**config.mk**
```make
export PLATFORM = sky130hd
export DESIGN_NAME = sev_seg_reader
export DESIGN_NICKNAME = d
export VERILOG_FILES = /design/src/rtl/sev_seg_pkg.sv /design/src/rtl/sev_seg_pattern_decode.sv /design/src/rtl/sev_seg_reader.sv
export SDC_FILE = /design/constraint.sdc
export NUM_CORES = 1
export LEC_CHECK = 0
export BUFFER_PORTS_ARGS = -buffer_cell sky130_fd_sc_hd__buf_2
export CAP_MARGIN = 10
export CORE_ASPECT_RATIO = 1.2
export CORE_UTILIZATION = 40
export DETAILED_ROUTE_END_ITERATION = 16
export HOLD_SLACK_MARGIN = 0.08
export PLACE_DENSITY_LB_ADDON = 0.12
export SLEW_MARGIN = 20
export SYNTH_ARGS = -nofsm -noshare
export SYNTH_HDL_FRONTEND = slang
export SYNTH_SLANG_ARGS = --single-unit
```
**constraint.sdc**
```tcl
create_clock -name clk -period 2.7 [get_ports clk]
set_clock_uncertainty 0.15 [all_clocks]
set_input_delay 0.135 -clock clk [delete_from_list [all_inputs] [get_ports clk]]
set_output_delay 0.135 -clock clk [all_outputs]
set_load 0.01 [all_outputs]
```
**src/rtl/sev_seg_pkg.sv**
```systemverilog
// Shared 7-segment definitions: segment bit positions, the 16 hex glyphs
// (same encoding as the hex-to-segment decoder) and the reader FSM states.
package sev_seg_pkg;

  // Bit positions of each segment within the 7-bit bus (a is the MSB).
  localparam int SEG_A = 6;
  localparam int SEG_B = 5;
  localparam int SEG_C = 4;
  localparam int SEG_D = 3;
  localparam int SEG_E = 2;
  localparam int SEG_F = 1;
  localparam int SEG_G = 0;

  // Glyphs, bits ordered a..g.
  localparam logic [6:0] SEG_0 = 7'b1111110;
  localparam logic [6:0] SEG_1 = 7'b0110000;
  localparam logic [6:0] SEG_2 = 7'b1101101;
  localparam logic [6:0] SEG_3 = 7'b1111001;
  localparam logic [6:0] SEG_4 = 7'b0110011;
  localparam logic [6:0] SEG_5 = 7'b1011011;
  localparam logic [6:0] SEG_6 = 7'b1011111;
  localparam logic [6:0] SEG_7 = 7'b1110000;
  localparam logic [6:0] SEG_8 = 7'b1111111;
  localparam logic [6:0] SEG_9 = 7'b1110011;
  localparam logic [6:0] SEG_A_HEX = 7'b1110111;
  localparam logic [6:0] SEG_B_HEX = 7'b0011111;
  localparam logic [6:0] SEG_C_HEX = 7'b1001110;
  localparam logic [6:0] SEG_D_HEX = 7'b0111101;
  localparam logic [6:0] SEG_E_HEX = 7'b1001111;
  localparam logic [6:0] SEG_F_HEX = 7'b1000111;

  typedef enum logic {
    COLLECT  = 1'b0,
    COMPLETE = 1'b1
  } state_t;

endpackage

```
**src/rtl/sev_seg_pattern_decode.sv**
```systemverilog
// Combinational glyph-to-nibble decoder; exact matches only, anything else
// drops ok.
module sev_seg_pattern_decode
  import sev_seg_pkg::*;
(
  input  logic [6:0] seg,
  output logic [3:0] hex,
  output logic       ok
);

  // Gather segments in a..g order via the named positions so the table below
  // reads the same as the glyph constants.
  logic [6:0] pat;
  assign pat = {seg[SEG_A], seg[SEG_B], seg[SEG_C], seg[SEG_D],
                seg[SEG_E], seg[SEG_F], seg[SEG_G]};

  always_comb begin
    // NOTE: defaults first so every path assigns hex and ok; otherwise a latch is inferred.
    hex = 4'h0;
    ok  = 1'b1;
    case (pat)
      SEG_0:     hex = 4'h0;
      SEG_1:     hex = 4'h1;
      SEG_2:     hex = 4'h2;
      SEG_3:     hex = 4'h3;
      SEG_4:     hex = 4'h4;
      SEG_5:     hex = 4'h5;
      SEG_6:     hex = 4'h6;
      SEG_7:     hex = 4'h7;
      SEG_8:     hex = 4'h8;
      SEG_9:     hex = 4'h9;
      SEG_A_HEX: hex = 4'hA;
      SEG_B_HEX: hex = 4'hB;
      SEG_C_HEX: hex = 4'hC;
      SEG_D_HEX: hex = 4'hD;
      SEG_E_HEX: hex = 4'hE;
      SEG_F_HEX: hex = 4'hF;
      default:   ok  = 1'b0;
    endcase
  end

endmodule

```
**src/rtl/sev_seg_reader.sv**
```systemverilog
// Multiplexed 7-segment bus observer: debounces {dig_en, seg_in}, decodes each
// stable glyph into its digit slot and reports frame completion and bad glyphs.
module sev_seg_reader
  import sev_seg_pkg::*;
#(
  parameter int DIGITS        = 4,
  parameter int STABLE_CYCLES = 4,
  parameter int IDX_W         = 2
) (
  input  logic                  clk,
  input  logic                  rst_n,
  input  logic [6:0]            seg_in,
  input  logic [DIGITS-1:0]     dig_en,
  input  logic                  clear,
  output logic [4*DIGITS-1:0]   value,
  output logic [DIGITS-1:0]     digit_valid,
  output logic                  frame_done,
  output logic                  pat_err,
  output logic [IDX_W-1:0]      err_digit
);

  localparam int SW    = DIGITS + 7;
  localparam int CNT_W = $clog2(STABLE_CYCLES + 1);

  logic [SW-1:0]     s_q;
  logic [CNT_W-1:0]  cnt;
  state_t            state;

  logic [SW-1:0]     sample;
  logic              same;
  logic              capture;
  logic [DIGITS-1:0] cap_en;
  logic [6:0]        cap_seg;
  logic              en_onehot;
  logic [IDX_W-1:0]  cap_idx;
  logic [3:0]        dec_val;
  logic              dec_ok;

  assign sample  = {dig_en, seg_in};
  assign cap_en  = s_q[SW-1:7];
  assign cap_seg = s_q[6:0];

  // The count tracks how many edges in a row the incoming sample matched the
  // held one; capture fires only on the edge that reaches STABLE_CYCLES.
  assign same    = (sample == s_q);
  assign capture = same && (cnt == CNT_W'(STABLE_CYCLES - 1));

  assign en_onehot = (cap_en != '0) && ((cap_en & (cap_en - 1'b1)) == '0);

  always_comb begin
    cap_idx = '0;
    for (int k = 0; k < DIGITS; k++) begin
      if (cap_en[k]) cap_idx = IDX_W'(k);
    end
  end

  sev_seg_pattern_decode u_decode (
    .seg (cap_seg),
    .hex (dec_val),
    .ok  (dec_ok)
  );

  // NOTE: non-blocking (<=) for all state so every register sees pre-edge values.
  always_ff @(posedge clk or negedge rst_n) begin
    if (!rst_n) begin
      s_q         <= '0;
      cnt         <= '0;
      state       <= COLLECT;
      value       <= '0;
      digit_valid <= '0;
      frame_done  <= 1'b0;
      pat_err     <= 1'b0;
      err_digit   <= '0;
    end else begin
      s_q        <= sample;
      frame_done <= 1'b0;
      pat_err    <= 1'b0;

      if (clear) begin
        cnt         <= '0;
        value       <= '0;
        digit_valid <= '0;
        state       <= COLLECT;
      end else begin
        if (!same)
          cnt <= '0;
        else if (cnt != CNT_W'(STABLE_CYCLES))
          cnt <= cnt + 1'b1;

        // A blank enable is the idle phase of the multiplexer, not an error.
        if (capture && (cap_en != '0)) begin
          if (!en_onehot) begin
            pat_err <= 1'b1;
          end else if (dec_ok) begin
            for (int k = 0; k < DIGITS; k++) begin
              if (cap_en[k]) value[4*k +: 4] <= dec_val;
            end
            digit_valid <= digit_valid | cap_en;
            if ((state == COLLECT) && ((digit_valid | cap_en) == '1)) begin
              frame_done <= 1'b1;
              state      <= COMPLETE;
            end
          end else begin
            pat_err     <= 1'b1;
            err_digit   <= cap_idx;
            digit_valid <= digit_valid & ~cap_en;
            state       <= COLLECT;
          end
        end
      end
    end
  end

endmodule

```
==> impl_metrics.prom, run 1 <==
# TYPE chip_impl_metric gauge
chip_impl_info{name="run_status",value="finished, final reports clean"} 1
chip_impl_metric{name="fin_worst_hold_slack",unit="ns"} 0.191
chip_impl_metric{name="grt_first_pass_wirelength",unit="um"} 8340
chip_impl_info{name="cts_root_buffer",value="clkbuf_8"} 1
chip_impl_info{name="worstReg2RegStart",value="s_q[1]"} 1
chip_impl_info{name="top_library_cells_by_usage_in_the_layout_fill_and_taps_aside",value="dfrtp_1, buf_2, nand2b_1, o21ai_0, xnor2_1"} 1
chip_impl_metric{name="cellLeakagePower",unit="nW"} 1.11
chip_impl_metric{name="n_antenna_cell",unit=""} 0
chip_impl_info{name="critPathKind",value="flip-flop to flip-flop"} 1
chip_impl_metric{name="rows",unit=""} 28
chip_impl_metric{name="synth-seq-cells",unit=""} 39
chip_impl_metric{name="grt_antenna_before_repair",unit=""} 0
chip_impl_metric{name="die-width",unit="um"} 68.7
chip_impl_metric{name="routed_via_density",unit=""} 5.35
chip_impl_metric{name="layoutNonFillerInstCount",unit=""} 317
chip_impl_metric{name="final_nets",unit=""} 273
chip_impl_info{name="cp_top_family",value="simple AND/OR/NAND/NOR gates"} 1
chip_impl_metric{name="worstPathRequired",unit="ns"} 2.72
chip_impl_metric{name="ioPinCount",unit=""} 38
chip_impl_metric{name="area_growth_syn_to_layout",unit="%"} 19.7
chip_impl_info{name="tritoncts",value="built"} 1
chip_impl_metric{name="source_to_sink_clock_delay_at_the_later_pin_of_the_worst_skew_pair",unit="ns"} 0.29
chip_impl_info{name="worstSetupEndpointType",value="flip-flop"} 1
chip_impl_metric{name="p_total",unit="W"} 0.00117
chip_impl_metric{name="fmax",unit="GHz"} 0.399
chip_impl_metric{name="final.min_clock_period",unit="ns"} 2.51
chip_impl_metric{name="syn-num-nets",unit=""} 228
chip_impl_info{name="cp_slowest_cell",value="dfrtp_1"} 1
chip_impl_metric{name="cts_setup_buffers",unit=""} 0
chip_impl_metric{name="report.final.setup_viol",unit=""} 0
chip_impl_metric{name="globalRoute.totalOverflow",unit=""} 0
chip_impl_metric{name="syn-mean-instance-area",unit="um2"} 10.1
chip_impl_metric{name="fp.coreArea",unit="um2"} 5040
chip_impl_metric{name="timing_worst_slew_pin_value",unit="ns"} 0.888
chip_impl_metric{name="final.setup.tns",unit="ns"} 0
chip_impl_metric{name="synth-seq-area-share",unit="%"} 45.7
chip_impl_info{name="dominantRegCellSynth",value="dfrtp_1"} 1
chip_impl_metric{name="hpwlAfterDp",unit="um"} 3440
chip_impl_metric{name="slew_headroom",unit="%"} 39.9
chip_impl_metric{name="fillCellCount",unit=""} 482
chip_impl_metric{name="clkTransAtPathRegs",unit="ns"} 0.07
chip_impl_metric{name="first_global_vias",unit=""} 1686
chip_impl_metric{name="edff_count_synth",unit=""} 0
chip_impl_metric{name="total_routed_length",unit="um"} 4860
chip_impl_metric{name="drt_drc_violations_left",unit=""} 0
chip_impl_metric{name="worstRegToRegCells",unit=""} 6
chip_impl_metric{name="clock-sinks",unit=""} 39
chip_impl_metric{name="globalplace.congestion",unit=""} 0.745
chip_impl_metric{name="grt_start_max_net_pins",unit=""} 40
chip_impl_metric{name="fraction_of_layout_cells_with_a_size_suffix_above_1",unit="%"} 22.2
chip_impl_info{name="min-delay-path-class",value="input port to flip-flop"} 1
chip_impl_metric{name="dr.pass1.iters",unit=""} 4
chip_impl_metric{name="timing.final.crit_share",unit="%"} 92.9
chip_impl_metric{name="syn_inst",unit=""} 211
chip_impl_metric{name="postSynth.asyncResetShare",unit="%"} 100
chip_impl_metric{name="max-vdd-ir-drop",unit="mV"} 0.291
chip_impl_info{name="grt_setup_unrepaired",value="no"} 1
chip_impl_metric{name="power_per_cell_area",unit="nW/um2"} 456
chip_impl_metric{name="whs_path_depth",unit=""} 2
chip_impl_metric{name="cts-buffers-inserted",unit=""} 5
chip_impl_metric{name="worstPathMaxFanout",unit=""} 10
chip_impl_metric{name="cp_num_buf_inv",unit=""} 0
chip_impl_metric{name="postRouteAntennaNets",unit=""} 0
chip_impl_metric{name="synth-warning-count",unit=""} 0
chip_impl_metric{name="avgRoutedWirePerCell",unit="um"} 15.3
chip_impl_metric{name="detailroute.via_count",unit=""} 1697
chip_impl_info{name="crit-reg2reg-capture",value="err_digit[0]"} 1
chip_impl_info{name="worst_hold_path.endpoint",value="digit_valid[3]"} 1
chip_impl_metric{name="maxCapViolations",unit=""} 0
chip_impl_metric{name="regToRegSetupSlack",unit="ns"} 0.19
chip_impl_metric{name="die-height",unit="um"} 82.0
chip_impl_metric{name="dp.cells",unit=""} 297
chip_impl_metric{name="dieArea",unit="um2"} 5640
chip_impl_info{name="min_from",value="clear"} 1
chip_impl_info{name="layout_commonest_cell",value="dfrtp_1"} 1
chip_impl_metric{name="ys_types",unit=""} 48
chip_impl_metric{name="syn_area",unit="um2"} 2140
chip_impl_metric{name="arrival",unit="ns"} 2.53
chip_impl_metric{name="grtUsageTotal",unit="%"} 20.2
chip_impl_metric{name="drt_iter0_markers",unit=""} 133
chip_impl_metric{name="report.final.slew_viol_count",unit=""} 0
chip_impl_metric{name="initial_core_util",unit="%"} 42.3
chip_impl_metric{name="utilization",unit="%"} 50.7
chip_impl_metric{name="finalHoldViolations",unit=""} 0
chip_impl_metric{name="cts_max_path_buffers",unit=""} 2
chip_impl_metric{name="slowest_delay",unit="ns"} 0.53
chip_impl_metric{name="cts.htree.levels",unit=""} 2
chip_impl_info{name="critical_path.startpoint_type",value="flip-flop"} 1
chip_impl_info{name="cp_cell_instances",value="nand3b_4 > nor3_2 > a211o_1 > or3_1 > nor3_4 > mux2_1"} 1
chip_impl_metric{name="portBuffers",unit=""} 37
-- cells by family (layout without fill, tap and decap cells) --
group | after synthesis | in the layout | share of synthesized area, %
AND/OR/NAND/NOR | 81 | 81 | 24.1
AO/OA/AOI/OAI | 44 | 44 | 13.5
flip-flops | 39 | 39 | 45.7
buffers and inverters | 22 | 68 | 5.39
XOR/XNOR | 14 | 14 | 5.74
multiplexers | 8 | 8 | 3.81
adder cells (fa/ha/maj) | 3 | 3 | 1.76
-- through the flow --
step	instance area (um2)	setup slack [ns]
3_3_place_gp	2340	0.221
3_5_place_dp	2340	0.202
2_1_floorplan	2140	0.440
6_report	2560	0.193
4_1_cts	2560	0.198
5_1_grt	2560	0.000674
-- where the power goes --
group	switching (W)	internal, W
sequential	0.0000244	0.000592
combinational	0.0000612	0.0000573
clock	0.000199	0.000233
total	0.000284	0.000882
-- how the worst max path moves through the flow --
stage | slack [ns] | to | start | cells past startpoint
2_1_floorplan | 0.44 | err_digit[0] | s_q[5] | 8
3_3_place_gp | 0.22 | err_digit[0] | s_q[1] | 6
3_5_place_dp | 0.20 | err_digit[0] | s_q[1] | 6
4_1_cts | 0.20 | err_digit[0] | s_q[1] | 6
5_1_grt | 0.0007 | value[7] | s_q[1] | 6
6_report | 0.19 | err_digit[0] | s_q[1] | 6
-- worst register-to-register path: stages (launching register included) --
cell      delay, ns
dfrtp_1        0.53
nand3b_4       0.22
nor3_2         0.05
a211o_1        0.35
or3_1          0.52
nor3_4         0.25
mux2_1         0.33
-- sequential cells by signal (all words and copies together) (netlist names) --
name and flops:
cnt 3, digit_valid 4, err_digit 2, frame_done 1
pat_err 1, s_q 11, state 1, value 16
-- cell usage after synthesis (2+ instances only) --
cell type / instances / share of area, %
nor2b_1: 2 / 0.59
o31ai_1: 2 / 0.70
nor2_1: 7 / 1.2
inv_1: 7 / 1.2
ha_1: 3 / 1.8
nand4b_1: 3 / 1.2
mux2i_1: 7 / 3.3
buf_4: 4 / 1.4
nand3b_1: 10 / 3.5
a21oi_1: 10 / 2.3
nor3_1: 5 / 1.2
nand3_1: 8 / 1.9
nand2b_1: 15 / 4.4
o21ai_0: 13 / 3.0
nand4_1: 4 / 1.2
nor4_1: 4 / 1.2
o22ai_1: 4 / 1.2
buf_2: 2 / 0.47
dfrtp_1: 39 / 46
nand2_1: 12 / 2.1
clkbuf_1: 7 / 1.2
nor2b_4: 2 / 1.3
o32ai_1: 3 / 1.2
buf_6: 2 / 1.1
xnor2_1: 13 / 5.3
-- repair_timing --
| action | CTS | global route |
|---|---|---|
| resized for setup | 0 | 0 |
| hold buffers | 12 | 0 |
| endpoints found under the hold margin | 50 | 0 |
-- routing by layer --
metal  vias to the layer above  wire (um)  GRT usage [%]
met5                         -          0              0
met4                         0         71           6.94
met3                         8        168           4.58
met2                        34       2200           29.0
met1                       816       2420           29.6
li1                        839          -              -
-- area by class of cell --
cell class	count	area [um2]	area share, %
repair buffers	53	335	13.1
flip-flops and latches	39	976	38.2
clock buffers	8	100	3.91
well taps	60	75.1	2.94
multi-input cells	150	1040	40.9
inverters	7	26.3	1.03
Power figures use the tool's default switching activity.
==> inputs of run 2 (changes only) <==
==> constraint.sdc (replaced) <==
create_clock -name clk -period 3.1 [get_ports clk]
set_clock_uncertainty 0.15 [all_clocks]
set_input_delay 0.155 -clock clk [delete_from_list [all_inputs] [get_ports clk]]
set_output_delay 0.155 -clock clk [all_outputs]
set_load 0.01 [all_outputs]
==> run 2 against run 1 <==
Against the previous run: routed wire length fell by 1.3%; total power fell by 2.4%; non-clock buffer count fell by 3; fmax fell by 5.3%; sequential share of layout area fell by 0.15 points; combinational power fell by 19%; clock-buffer cell count fell by 2; final cell count fell by 0.95%; design area rose by 0.39%; register-to-register slack improved by 0.26 ns; largest power group unchanged.
==> impl_metrics.prom, run 2 (synthesis results as in run 1) <==
# TYPE chip_impl_metric gauge
chip_impl_info{name="run_status",value="finished, final reports clean"} 1
chip_impl_metric{name="pwr-share-clk",unit="%"} 44.2
chip_impl_metric{name="worstPathRequired",unit="ns"} 3.13
chip_impl_metric{name="share_comb_of_total_power",unit="%"} 8.5
chip_impl_metric{name="drt_iter0_markers",unit=""} 90
chip_impl_metric{name="portBuffers",unit=""} 37
chip_impl_metric{name="report.final.setup_viol",unit=""} 0
chip_impl_metric{name="utilization",unit="%"} 50.9
chip_impl_metric{name="cts.htree.levels",unit=""} 2
chip_impl_metric{name="finalHoldViolations",unit=""} 0
chip_impl_metric{name="fmax",unit="GHz"} 0.378
chip_impl_metric{name="grt_antenna_before_repair",unit=""} 0
chip_impl_metric{name="clkTransAtPathRegs",unit="ns"} 0.08
chip_impl_metric{name="max_ffs_per_register",unit=""} 16
chip_impl_metric{name="cts_max_path_buffers",unit=""} 2
chip_impl_metric{name="power_per_cell_area",unit="nW/um2"} 444
chip_impl_info{name="critical_path.startpoint_type",value="flip-flop"} 1
chip_impl_metric{name="maxCapViolations",unit=""} 0
chip_impl_info{name="cp_cell_instances",value="or2_4 > nor3_2 > a211o_1 > or3_1 > nor3_4 > mux2_1"} 1
chip_impl_metric{name="area_growth_syn_to_layout",unit="%"} 20.2
chip_impl_metric{name="cellLeakagePower",unit="nW"} 1.10
chip_impl_metric{name="p_total",unit="W"} 0.00114
chip_impl_metric{name="avgRoutedWirePerCell",unit="um"} 15.3
chip_impl_info{name="worstSetupEndpointType",value="flip-flop"} 1
chip_impl_metric{name="source_to_sink_clock_delay_at_the_later_pin_of_the_worst_skew_pair",unit="ns"} 0.29
chip_impl_metric{name="fraction_of_layout_cells_with_a_size_suffix_above_1",unit="%"} 21.3
chip_impl_metric{name="cellInternalPower",unit="W"} 0.000885
chip_impl_metric{name="final_nets",unit=""} 270
chip_impl_metric{name="grt_first_pass_wirelength",unit="um"} 8130
chip_impl_metric{name="report.final.slew_viol_count",unit=""} 0
chip_impl_info{name="critPathKind",value="flip-flop to flip-flop"} 1
chip_impl_info{name="min-delay-path-class",value="input port to flip-flop"} 1
chip_impl_metric{name="placed_cell_area",unit="um2"} 2310
chip_impl_metric{name="dieArea",unit="um2"} 5640
chip_impl_metric{name="slew_headroom",unit="%"} 41.9
chip_impl_info{name="tritoncts",value="built"} 1
chip_impl_info{name="cp_top_family",value="simple AND/OR/NAND/NOR gates"} 1
chip_impl_info{name="cts_root_buffer",value="clkbuf_8"} 1
chip_impl_metric{name="dr.pass1.iters",unit=""} 4
chip_impl_metric{name="die-width",unit="um"} 68.7
chip_impl_metric{name="final.setup.tns",unit="ns"} 0
chip_impl_metric{name="total_routed_length",unit="um"} 4800
chip_impl_metric{name="detailroute.via_count",unit=""} 1697
chip_impl_metric{name="ioPinCount",unit=""} 38
chip_impl_metric{name="timing_worst_slew_pin_value",unit="ns"} 0.858
chip_impl_metric{name="hpwlAfterDp",unit="um"} 3420
chip_impl_metric{name="n_antenna_cell",unit=""} 0
chip_impl_metric{name="slowest_delay",unit="ns"} 0.61
chip_impl_info{name="max_flop_register",value="value"} 1
chip_impl_metric{name="cts-buffers-inserted",unit=""} 5
chip_impl_metric{name="grtUsageTotal",unit="%"} 19.8
chip_impl_info{name="grt_setup_unrepaired",value="no"} 1
chip_impl_info{name="top_regs",value="value: 16 flops, s_q: 11 flops, digit_valid: 4 flops"} 1
chip_impl_info{name="cp_slowest_cell",value="dfrtp_1"} 1
chip_impl_metric{name="max-vdd-ir-drop",unit="mV"} 0.285
chip_impl_metric{name="worstPathMaxFanout",unit=""} 13
chip_impl_info{name="layout_commonest_cell",value="dfrtp_1"} 1
chip_impl_metric{name="power.share.switching",unit="%"} 22.3
chip_impl_metric{name="cp_num_buf_inv",unit=""} 0
chip_impl_info{name="top_library_cells_by_usage_in_the_layout_fill_and_taps_aside",value="dfrtp_1, buf_2, nand2b_1, o21ai_0, xnor2_1"} 1
chip_impl_metric{name="initial_core_util",unit="%"} 42.3
chip_impl_metric{name="rows",unit=""} 28
chip_impl_metric{name="globalRoute.totalOverflow",unit=""} 0
chip_impl_metric{name="clock-sinks",unit=""} 39
chip_impl_metric{name="routed_via_density",unit=""} 5.40
chip_impl_metric{name="arrival",unit="ns"} 2.67
chip_impl_metric{name="fp.coreArea",unit="um2"} 5040
chip_impl_metric{name="finalInstanceArea",unit="um2"} 2570
chip_impl_metric{name="timing.final.crit_share",unit="%"} 85.4
chip_impl_metric{name="die-height",unit="um"} 82.0
chip_impl_metric{name="net-switching-power",unit="W"} 0.000254
chip_impl_metric{name="grt_start_max_net_pins",unit=""} 40
chip_impl_metric{name="globalplace.congestion",unit=""} 0.792
chip_impl_metric{name="first_global_vias",unit=""} 1612
chip_impl_metric{name="seq_power_share",unit="%"} 47.3
chip_impl_metric{name="drt_drc_violations_left",unit=""} 0
chip_impl_metric{name="postRouteAntennaNets",unit=""} 0
chip_impl_metric{name="final.min_clock_period",unit="ns"} 2.65
chip_impl_metric{name="fin_worst_hold_slack",unit="ns"} 0.194
## run 2: cell count changes in the layout (fill, tap and decap cells not counted)
cell and change:
bufinv_16 +2, clkbuf_8 -2, buf_4 -3
## run 2: per-layer routing
metal,up-vias,global-route usage [%],share of wire [%]
met5,-,0,0
met1,823,27.7,49
met3,7,4.44,2.9
li1,840,-,-
met2,27,29.6,46
met4,0,7.14,1.5
## run 2: power groups by stage
| stage | Clock, W | Sequential [W] | Combinational, W |
|---|---|---|---|
| floorplan | 0 | 0.000529 | 0.0000785 |
| global placement | 0 | 0.000550 | 0.0000870 |
| detailed placement | 0 | 0.000549 | 0.0000865 |
| CTS | 0.000513 | 0.000539 | 0.0000982 |
| global route | 0.000535 | 0.000541 | 0.000108 |
| finish | 0.000503 | 0.000539 | 0.0000968 |
## run 2: path summary, 6_finish.rpt
check	startpoint	endpoint	slack (ns)	depth (start not counted)
setup / recovery	s_q[3]	err_digit[0]	0.45	6
hold / removal	clear	digit_valid[2]	0.19	2
setup reg to reg	s_q[3]	err_digit[0]	0.45	6
hold reg to reg	state	frame_done	0.29	1
max in group asynchronous	rst_n	cnt[1]	1.90	2
min in group asynchronous	rst_n	value[15]	0.35	2
## run 2: layout make-up
type	instances	area, um2
clock buffer	6	72.6
clock inverter	2	60.1
fill	495	2480
inverter	7	26.3
multi-input combinational	150	1040
sequential	39	976
tap	60	75.1
timing repair buffer	50	313
## run 2: timing repair
item / CTS / global route
setup endpoints to repair: 0 / 0
hold endpoints to repair: 50 / 0
gates resized for setup: 0 / 0
hold buffers: 12 / 0
buffers inserted: 0 / 0
## run 2: stage by stage
stage | cells | worst slack [ns]
floorplan | 211 | 0.840
global placement | 294 | 0.454
detailed placement | 294 | 0.485
CTS | 314 | 0.455
global route | 314 | 0.296
finish | 314 | 0.452
==> inputs of run 3 (changes only) <==
--- a/config.mk
+++ b/config.mk
@@ -12,6 +12,7 @@
 export DETAILED_ROUTE_END_ITERATION = 16
 export HOLD_SLACK_MARGIN = 0.08
 export PLACE_DENSITY_LB_ADDON = 0.12
+export REMOVE_ABC_BUFFERS = 1
 export SLEW_MARGIN = 20
 export SYNTH_ARGS = -nofsm -noshare
 export SYNTH_HDL_FRONTEND = slang
==> run 3 against run 2 <==
Against the previous run: total power shrank 16%; clock-buffer cell count up 1; global-route usage is 2.6 points lower; setup slack improved by 0.12 ns; combinational power decreased by 0.8%; register-to-register slack gained 0.12 ns; first-iteration DRC count is 7.8% higher; largest cell class unchanged.
==> impl_metrics.prom, run 3 (synthesis results as in run 1) <==
# TYPE chip_impl_metric gauge
chip_impl_metric{name="worstRegToRegCells",unit=""} 6
chip_impl_metric{name="clock-sinks",unit=""} 39
chip_impl_info{name="top_regs",value="value: 16 flops, s_q: 11 flops, digit_valid: 4 flops"} 1
chip_impl_metric{name="first_global_vias",unit=""} 1497
chip_impl_metric{name="rows",unit=""} 28
chip_impl_info{name="worstReg2RegStart",value="s_q[3]"} 1
chip_impl_metric{name="grt_start_max_net_pins",unit=""} 40
chip_impl_info{name="worst_hold_path.endpoint",value="digit_valid[1]"} 1
chip_impl_metric{name="max-vdd-ir-drop",unit="mV"} 0.203
chip_impl_metric{name="ioPinCount",unit=""} 38
chip_impl_metric{name="cellLeakagePower",unit="nW"} 1.08
chip_impl_metric{name="worstPathMaxFanout",unit=""} 13
chip_impl_info{name="cp_cell_instances",value="or2_4 > nor3_2 > a211o_1 > or3_1 > nor3_4 > mux2_1"} 1
chip_impl_metric{name="avgRoutedWirePerCell",unit="um"} 14.2
chip_impl_metric{name="hpwlAfterDp",unit="um"} 3120
chip_impl_info{name="cp_slowest_cell",value="dfrtp_1"} 1
chip_impl_metric{name="portBuffers",unit=""} 37
chip_impl_metric{name="regToRegSetupSlack",unit="ns"} 0.57
chip_impl_metric{name="postRouteAntennaNets",unit=""} 0
chip_impl_info{name="cp_top_family",value="simple AND/OR/NAND/NOR gates"} 1
chip_impl_info{name="layout_commonest_cell",value="dfrtp_1"} 1
chip_impl_metric{name="fmax",unit="GHz"} 0.395
chip_impl_info{name="min_from",value="clear"} 1
chip_impl_metric{name="timing.final.crit_share",unit="%"} 81.6
chip_impl_metric{name="post_cts_hold_buffer_count",unit=""} 12
chip_impl_metric{name="cp_num_buf_inv",unit=""} 0
chip_impl_metric{name="die-width",unit="um"} 68.7
chip_impl_metric{name="grt_first_pass_wirelength",unit="um"} 7080
chip_impl_metric{name="final.setup.tns",unit="ns"} 0
chip_impl_metric{name="finalHoldViolations",unit=""} 0
chip_impl_metric{name="fraction_of_layout_cells_with_a_size_suffix_above_1",unit="%"} 20.6
chip_impl_metric{name="clkTransAtPathRegs",unit="ns"} 0.07
chip_impl_metric{name="n_antenna_cell",unit=""} 0
chip_impl_info{name="max_flop_register",value="value"} 1
chip_impl_metric{name="area_growth_syn_to_layout",unit="%"} 17.5
chip_impl_metric{name="routed_via_density",unit=""} 5.35
chip_impl_metric{name="slowest_delay",unit="ns"} 0.57
chip_impl_metric{name="arrival",unit="ns"} 2.56
chip_impl_metric{name="drt_drc_violations_left",unit=""} 0
chip_impl_info{name="critPathKind",value="flip-flop to flip-flop"} 1
chip_impl_info{name="crit-reg2reg-capture",value="err_digit[0]"} 1
chip_impl_info{name="critical_path.startpoint_type",value="flip-flop"} 1
chip_impl_metric{name="globalRoute.totalOverflow",unit=""} 0
chip_impl_info{name="worstSetupEndpointType",value="flip-flop"} 1
chip_impl_metric{name="total_routed_length",unit="um"} 4440
chip_impl_metric{name="maxCapViolations",unit=""} 0
chip_impl_metric{name="report.final.slew_viol_count",unit=""} 0
chip_impl_metric{name="final.min_clock_period",unit="ns"} 2.53
chip_impl_metric{name="initial_core_util",unit="%"} 42.3
chip_impl_metric{name="die-height",unit="um"} 82.0
chip_impl_metric{name="report.final.setup_viol",unit=""} 0
chip_impl_metric{name="slew_headroom",unit="%"} 38.2
chip_impl_metric{name="final_nets",unit=""} 269
chip_impl_metric{name="grtUsageTotal",unit="%"} 17.1
chip_impl_metric{name="cts_resized",unit=""} 0
chip_impl_info{name="cts_root_buffer",value="clkbuf_8"} 1
chip_impl_info{name="top_library_cells_by_usage_in_the_layout_fill_and_taps_aside",value="dfrtp_1, buf_2, nand2b_1, o21ai_0, xnor2_1"} 1
chip_impl_metric{name="dr.pass1.iters",unit=""} 4
chip_impl_metric{name="dieArea",unit="um2"} 5640
chip_impl_metric{name="cts_max_path_buffers",unit=""} 2
chip_impl_metric{name="fin_worst_hold_slack",unit="ns"} 0.195
chip_impl_metric{name="whs_path_depth",unit=""} 2
chip_impl_info{name="grt_setup_unrepaired",value="no"} 1
chip_impl_metric{name="drt_iter0_markers",unit=""} 97
chip_impl_metric{name="cts.htree.levels",unit=""} 2
chip_impl_metric{name="worstPathRequired",unit="ns"} 3.12
chip_impl_metric{name="max_ffs_per_register",unit=""} 16
chip_impl_metric{name="fp.coreArea",unit="um2"} 5040
chip_impl_metric{name="cts-buffers-inserted",unit=""} 5
chip_impl_info{name="min-delay-path-class",value="input port to flip-flop"} 1
chip_impl_metric{name="globalplace.congestion",unit=""} 0.765
chip_impl_metric{name="source_to_sink_clock_delay_at_the_later_pin_of_the_worst_skew_pair",unit="ns"} 0.29
chip_impl_info{name="tritoncts",value="built"} 1
chip_impl_info{name="run_status",value="finished, final reports clean"} 1
chip_impl_metric{name="grt_antenna_before_repair",unit=""} 0
chip_impl_metric{name="cts_setup_buffers",unit=""} 0
chip_impl_metric{name="power_per_cell_area",unit="nW/um2"} 382
chip_impl_metric{name="timing_worst_slew_pin_value",unit="ns"} 0.918
chip_impl_metric{name="detailroute.via_count",unit=""} 1673
run 3: cell count changes in the layout (fill, tap and decap cells not counted):
cell       change
clkbuf_1       +1
bufinv_16      -2
clkinv_2       +1
buf_4          -1
run 3: report_power, final:
group	leakage [nW]	internal (W)	switching [W]	total, W
logic	0.521	0.0000474	0.0000486	0.0000960
registers	0.514	0.000516	0.0000226	0.000538
clock network	0.0422	0.000158	0.000167	0.000325
total	1.08	0.000721	0.000238	0.000959
run 3: worst max-delay path by stage:
stage	start	endpoint	slack, ns	cells past startpoint
6_report	s_q[3]	err_digit[0]	0.57	6
5_1_grt	s_q[6]	value[0]	0.34	6
4_1_cts	s_q[6]	value[14]	0.58	6
3_5_place_dp	s_q[3]	err_digit[0]	0.58	6
3_3_place_gp	s_q[4]	err_digit[0]	0.58	6
2_1_floorplan	s_q[3]	err_digit[0]	0.74	6
run 3: routing by layer:
metal  vias up  global-route usage (%)  part of all wire [%]
met1       779                    22.5                    48
met4         0                    6.12                   1.4
met5         -                       0                     0
li1        839                       -                     -
met2        49                    27.1                    46
met3         6                    4.17                   4.1
run 3: layout make-up:
cell class | count | area [um2]
fill | 485 | 2540
multi-input combinational | 150 | 1040
sequential | 39 | 976
timing repair buffer | 49 | 305
clock buffer | 7 | 76.3
tap | 60 | 75.1
inverter | 7 | 26.3
clock inverter | 1 | 5.00
run 3: per-stage QoR:
step | utilization, % | instance area, um2 | std cells | total power [W] | worst slack (ns)
2_1_floorplan | - | 2050 | 196 | 0.000593 | 0.743
6_report | 49.7 | 2510 | 313 | 0.000959 | 0.569
4_1_cts | 49.7 | 2510 | 313 | 0.000974 | 0.577
3_5_place_dp | 45.7 | 2310 | 293 | 0.000634 | 0.581
5_1_grt | 49.7 | 2510 | 313 | 0.00101 | 0.340
3_3_place_gp | 45.7 | 2310 | 293 | 0.000634 | 0.579
